$ cat config.mk
export PLATFORM = sky130hd
export DESIGN_NAME = wb_regfile
export DESIGN_NICKNAME = d
export VERILOG_FILES = /design/src/rtl/wb_regfile.sv
export SDC_FILE = /design/constraint.sdc
export NUM_CORES = 2
export LEC_CHECK = 0
export ABC_CLOCK_PERIOD_IN_PS = 3700
export CORE_ASPECT_RATIO = 0.9
export CORE_UTILIZATION = 56
export CTS_CLUSTER_SIZE = 10
export DETAILED_ROUTE_END_ITERATION = 6
export PLACE_DENSITY = 0.75
export SYNTH_ARGS = -nofsm -noshare
export SYNTH_HDL_FRONTEND = slang
export SYNTH_SLANG_ARGS = --single-unit
$ cat constraint.sdc
create_clock -name clk -period 3.7 [get_ports clk]
set_clock_uncertainty 0.2 [all_clocks]
set_input_delay 0.555 -clock clk [delete_from_list [all_inputs] [get_ports clk]]
set_output_delay 0.555 -clock clk [all_outputs]
set_load 0.02 [all_outputs]
$ cat src/rtl/wb_regfile.sv
// Writeback-stage register file: decodes the retiring instruction into a
// GPR write and serves two decode-stage read ports with same-cycle bypass.

module wb_regfile_rdport (
  input  logic [4:0]        rd_addr,
  input  logic [31:0][31:0] regs,
  input  logic              byp_en,
  input  logic [4:0]        wb_addr,
  input  logic [31:0]       wb_data,
  output logic [31:0]       rd_data
);
  always_comb begin
    rd_data = regs[rd_addr];
    if (rd_addr == 5'd0)                         rd_data = '0;
    else if (byp_en && (rd_addr == wb_addr))     rd_data = wb_data;
  end
endmodule

module wb_regfile #(
  parameter logic [31:0] GP_INIT = 32'h00001800,
  parameter logic [31:0] SP_INIT = 32'h00002ffc
) (
  input  logic        clk,
  input  logic        reset,
  input  logic [31:0] instr_B,
  input  logic [31:0] pc4_B,
  input  logic [31:0] alu_B,
  input  logic [31:0] memdata_B,
  input  logic [4:0]  rs_addr,
  input  logic [4:0]  rt_addr,
  output logic [31:0] rs_data,
  output logic [31:0] rt_data,
  output logic        wb_we,
  output logic [4:0]  wb_addr,
  output logic [31:0] wb_data
);
  localparam int NUM_RD = 2;

  typedef enum logic [1:0] { SRC_ALU, SRC_LINK, SRC_LOAD } src_e;
  typedef enum logic [2:0] { LD_W, LD_B, LD_BU, LD_H, LD_HU } ld_e;

  typedef struct packed {
    logic        we;
    logic [4:0]  addr;
    logic [31:0] data;
  } wb_req_t;

  logic [5:0]  opcode, funct;
  logic        dec_vld;
  logic [4:0]  dec_dst;
  src_e        dec_src;
  ld_e         dec_ld;
  logic [31:0] link_val, load_val;
  logic [7:0]  ld_byte;
  logic [15:0] ld_half;
  wb_req_t     wb;

  assign opcode = instr_B[31:26];
  assign funct  = instr_B[5:0];

  always_comb begin
    dec_vld = 1'b0;
    dec_dst = '0;
    dec_src = SRC_ALU;
    dec_ld  = LD_W;
    unique case (opcode)
      6'h00: begin
        // jr and the all-zero bubble retire without a register write
        if ((instr_B != '0) && (funct != 6'h08)) begin
          dec_vld = 1'b1;
          dec_dst = instr_B[15:11];
          dec_src = (funct == 6'h09) ? SRC_LINK : SRC_ALU;
        end
      end
      6'h09, 6'h0a, 6'h0b, 6'h0c, 6'h0d, 6'h0e, 6'h0f: begin
        dec_vld = 1'b1;
        dec_dst = instr_B[20:16];
      end
      6'h23, 6'h20, 6'h24, 6'h21, 6'h25: begin
        dec_vld = 1'b1;
        dec_dst = instr_B[20:16];
        dec_src = SRC_LOAD;
        unique case (opcode)
          6'h20:   dec_ld = LD_B;
          6'h24:   dec_ld = LD_BU;
          6'h21:   dec_ld = LD_H;
          6'h25:   dec_ld = LD_HU;
          default: dec_ld = LD_W;
        endcase
      end
      6'h03: begin
        dec_vld = 1'b1;
        dec_dst = 5'd31;
        dec_src = SRC_LINK;
      end
      default: ;
    endcase
  end

  // Delay-slot semantics: the link points past the slot instruction.
  assign link_val = pc4_B + 32'd4;

  always_comb begin
    unique case (alu_B[1:0])
      2'd0: ld_byte = memdata_B[7:0];
      2'd1: ld_byte = memdata_B[15:8];
      2'd2: ld_byte = memdata_B[23:16];
      default: ld_byte = memdata_B[31:24];
    endcase
    ld_half = alu_B[1] ? memdata_B[31:16] : memdata_B[15:0];
    unique case (dec_ld)
      LD_B:    load_val = {{24{ld_byte[7]}}, ld_byte};
      LD_BU:   load_val = {24'd0, ld_byte};
      LD_H:    load_val = {{16{ld_half[15]}}, ld_half};
      LD_HU:   load_val = {16'd0, ld_half};
      default: load_val = memdata_B;
    endcase
  end

  always_comb begin
    wb.we   = dec_vld && (dec_dst != 5'd0);
    wb.addr = dec_dst;
    unique case (dec_src)
      SRC_LINK: wb.data = link_val;
      SRC_LOAD: wb.data = load_val;
      default:  wb.data = alu_B;
    endcase
  end

  assign wb_we   = wb.we;
  assign wb_addr = wb.addr;
  assign wb_data = wb.data;

  logic [31:0][31:0] gpr_q, gpr_d;

  always_comb begin
    gpr_d = gpr_q;
    if (wb.we) gpr_d[wb.addr] = wb.data;
    gpr_d[0] = '0;
  end

  // An edge seen while reset is low is swallowed by the async clear.
  always_ff @(posedge clk or negedge reset) begin
    if (!reset) begin
      gpr_q     <= '0;
      gpr_q[28] <= GP_INIT;
      gpr_q[29] <= SP_INIT;
    end else begin
      gpr_q <= gpr_d;
    end
  end

  logic [NUM_RD-1:0][4:0]  rd_addr_v;
  logic [NUM_RD-1:0][31:0] rd_data_v;

  assign rd_addr_v = {rt_addr, rs_addr};

  genvar g;
  generate
    for (g = 0; g < NUM_RD; g++) begin : g_rd
      wb_regfile_rdport u_rdport (
        .rd_addr (rd_addr_v[g]),
        .regs    (gpr_q),
        .byp_en  (wb.we && reset),
        .wb_addr (wb.addr),
        .wb_data (wb.data),
        .rd_data (rd_data_v[g])
      );
    end
  endgenerate

  assign rs_data = rd_data_v[0];
  assign rt_data = rd_data_v[1];
endmodule
==> impl_metrics.json <==
{
  "dieArea_mm2": 0.0991,
  "worst_slack_ns": -0.272,
  "syn_nets": 4258,
  "fin_area_mm2": 0.0676,
  "drt_wl_total_um": 182000,
  "ir_drop_uv": 395,
  "start_util_pct": 56.7,
  "maxSlewViolCount": 0,
  "finalCriticalPeriod_ns": 3.97,
  "hold_class": "reg2reg",
  "root_buffer": "clkbuf_16",
  "worstPathArrival_ns": 3.22,
  "overflow": 0,
  "drt_iter0_markers": 4543,
  "status": "complete, but fails checks",
  "clkSlewWorstSetupHoldPaths_ns": 0.06,
  "grt_max_degree": 157,
  "vias": 40900,
  "ys_types": 63,
  "path_max_fanout": 8,
  "drtPass1Iterations": 6,
  "finalNetCount": 4786,
  "violations": "setup timing",
  "place_area_mm2": 0.0634,
  "largest_register_ffs": 992,
  "port-buffer-count": 231,
  "sequentialPowerShare_pct": 44.9,
  "routedWlPerCell_um": 30.6,
  "synth_ff_type": "dfrtp_1",
  "synthCells": 4115,
  "gp_congestion": 0.920,
  "coreArea_mm2": 0.0968,
  "clockBufferDepth": 3,
  "p_comb_share_pct": 21.2,
  "worst_slew_pin_slew_ns": 1.03,
  "final_common_cell": "dfrtp_1",
  "regMostFlops": "gpr_q",
  "clk_latency_ns": 0.69,
  "grt_usage_pct": 37.4,
  "power.internal_mw": 21.3,
  "finalNonFillerCells": 5962,
  "async_reset_ff_share_pct": 100,
  "p_clk_share_pct": 33.9,
  "synth_edf_count": 0,
  "dp_slack_ns": -1.26,
  "startpoint_type": "input pin",
  "multi_input_area_mm2": 0.0291,
  "die_y_um": 299,
  "crit_type": "in2out",
  "cp.required_ns": 2.94,
  "fillers": 6441,
  "yosysSeqAreaShare_pct": 45.3,
  "antenna_found_initial": 3,
  "power.leakage_nw": 30.5,
  "dpl.hpwl_um": 117000,
  "switching_share_pct": 28.2,
  "slew_headroom_pct": 31.3,
  "grt_pass1_vias": 42800,
  "min_period_over_period_pct": 107,
  "drive_gt1_share_pct": 45.9,
  "final_cell_mix": "dfrtp_1, mux4_2, mux2_2",
  "synth-seq-cells": 992,
  "regArea_mm2": 0.0248,
  "syn-cell-area_mm2": 0.0548,
  "area_delta_synth_final_pct": 23.3,
  "fmax_mhz": 252,
  "row_count": 108,
  "power_density_mw_per_mm2": 439,
  "cts_tree": "done",
  "largest_registers": "gpr_q (992)",
  "setup_viol": 72,
  "ant_nets": 0,
  "end_kind": "primary output",
  "die_x_um": 332,
  "max-cap-violations": 0,
  "vias_per_cell": 6.86,
  "whs_ns": 0.293,
  "cts_buffers": 111,
  "cts_htree_levels": 3,
  "avgSynthCellArea_um2": 13.3,
  "drc": 0,
  "yosysWarnings": 0,
  "dp_cells": 5741,
  "power.switching_mw": 8.37,
  "hold_violations": 0,
  "cts.sinks": 992,
  "grt_pass1_wl_um": 274000,
  "num_io_pins": 242,
  "rsz0062_at_grt": "yes"
}
==> stage by stage <==
step,utilization [%],total power [mW],TNS (ns)
2_1_floorplan,-,16.9,-3.34
3_3_place_gp,65.5,19.2,-238.84
3_5_place_dp,65.5,19.6,-249.96
4_1_cts,69.4,29.6,-11.11
5_1_grt,69.8,30.7,-20.25
6_report,69.8,29.7,-13.56
==> cells in the mapped netlist (2+ instances only) <==
cell	count	area, um2
buf_4	19	143
o21a_1	10	75.1
o221a_2	2	22.5
o21ai_0	464	2320
nand2_1	519	1950
clkinv_1	12	45.0
nand4_2	4	50.1
a221o_1	4	40.0
nand3_1	24	120
nor4_1	9	56.3
mux4_2	583	13100
dfstp_2	13	342
nor2_1	53	199
mux2i_1	195	1950
o21ai_1	3	15.0
clkbuf_1	288	1080
nor3_1	11	55.1
inv_2	13	48.8
buf_2	58	290
nor2_2	7	43.8
mux2_1	55	619
xnor2_1	17	149
nor2b_1	4	25.0
ha_1	3	37.5
inv_1	29	109
a32oi_1	9	78.8
o2111ai_1	6	52.6
mux2_2	541	6090
and3_1	12	75.1
or2_2	3	18.8
nand2b_1	2	12.5
xor2_1	12	105
a21o_1	2	15.0
dfrtp_1	979	24500
a21oi_1	49	245
nor4b_1	4	35.0
a211oi_1	7	52.6
buf_1	36	135
and4_1	6	52.6
a211oi_2	5	62.6
a22oi_1	5	37.5
nand4_1	12	75.1
and2_1	5	31.3
o31ai_1	2	15.0
==> power groups by stage <==
stage | logic [mW] | registers (mW) | clock network (mW)
after floorplan | 3.84 | 13.1 | 0
after global placement | 5.94 | 13.3 | 0
after detailed placement | 6.13 | 13.4 | 0
after CTS | 6.19 | 13.3 | 10.1
after global routing | 6.71 | 13.5 | 10.5
final | 6.29 | 13.3 | 10.1
==> timing repair <==
item	in CTS	in global routing
setup endpoints to repair	101	90
gates cloned	6	0
resized for setup	590	105
pin swaps	42	32
endpoints found under the hold margin	259	0
setup buffers	35	16
hold buffers	1	0
==> worst paths after layout <==
path                              from          end  slack (ns)  cells past startpoint
hold reg to reg             gpr_q[908]   gpr_q[908]        0.29                      2
setup reg to reg            gpr_q[182]   gpr_q[182]        2.65                      1
max in group asynchronous        reset   gpr_q[497]        1.19                      4
setup / recovery           instr_B[30]  rt_data[23]       -0.27                     13
min in group asynchronous        reset   gpr_q[510]        0.38                      3
hold / removal              gpr_q[908]   gpr_q[908]        0.29                      2
==> routing by layer <==
metal / vias to the layer above / wire (um) / track usage [%]
met5: - / 16 / 0
met4: 2 / 12900 / 21.6
met3: 724 / 20600 / 10.8
met2: 2472 / 83700 / 57.6
met1: 21100 / 65100 / 47.9
li1: 16600 / - / -
==> cells by family (layout without fill, tap and decap cells) <==
kind of cell,after synthesis,in the layout,share of synthesized area (%)
simple gates,685,685,5.31
flops,992,992,45.3
other cells,0,3,0
fa+ha+maj,3,3,0.0685
buf+inv,455,1034,3.38
compound gates,577,577,5.70
mux,1374,1374,39.8
xor+xnor,29,29,0.463
==> worst max-delay path, cell delays in order <==
cell,delay (ns)
buf_6,0.09
or4_4,0.57
a211oi_4,0.21
buf_6,0.15
a21o_1,0.16
buf_6,0.12
nor3_4,0.03
nor4_2,0.32
nand4_1,0.20
buf_12,0.22
buf_16,0.19
mux2i_2,0.20
buf_4,0.17
==> area by class of cell <==
| class | count | share of cell area (%) |
|---|---|---|
| well taps | 1265 | 2.34 |
| flip-flops and latches | 992 | 36.8 |
| inverters | 54 | 0.363 |
| diodes | 3 | 0.0111 |
| clock inverters | 5 | 0.119 |
| multi-input cells | 2668 | 43.0 |
| repair buffers | 816 | 12.9 |
| clock buffers | 159 | 4.52 |
Power figures use the tool's default switching activity.
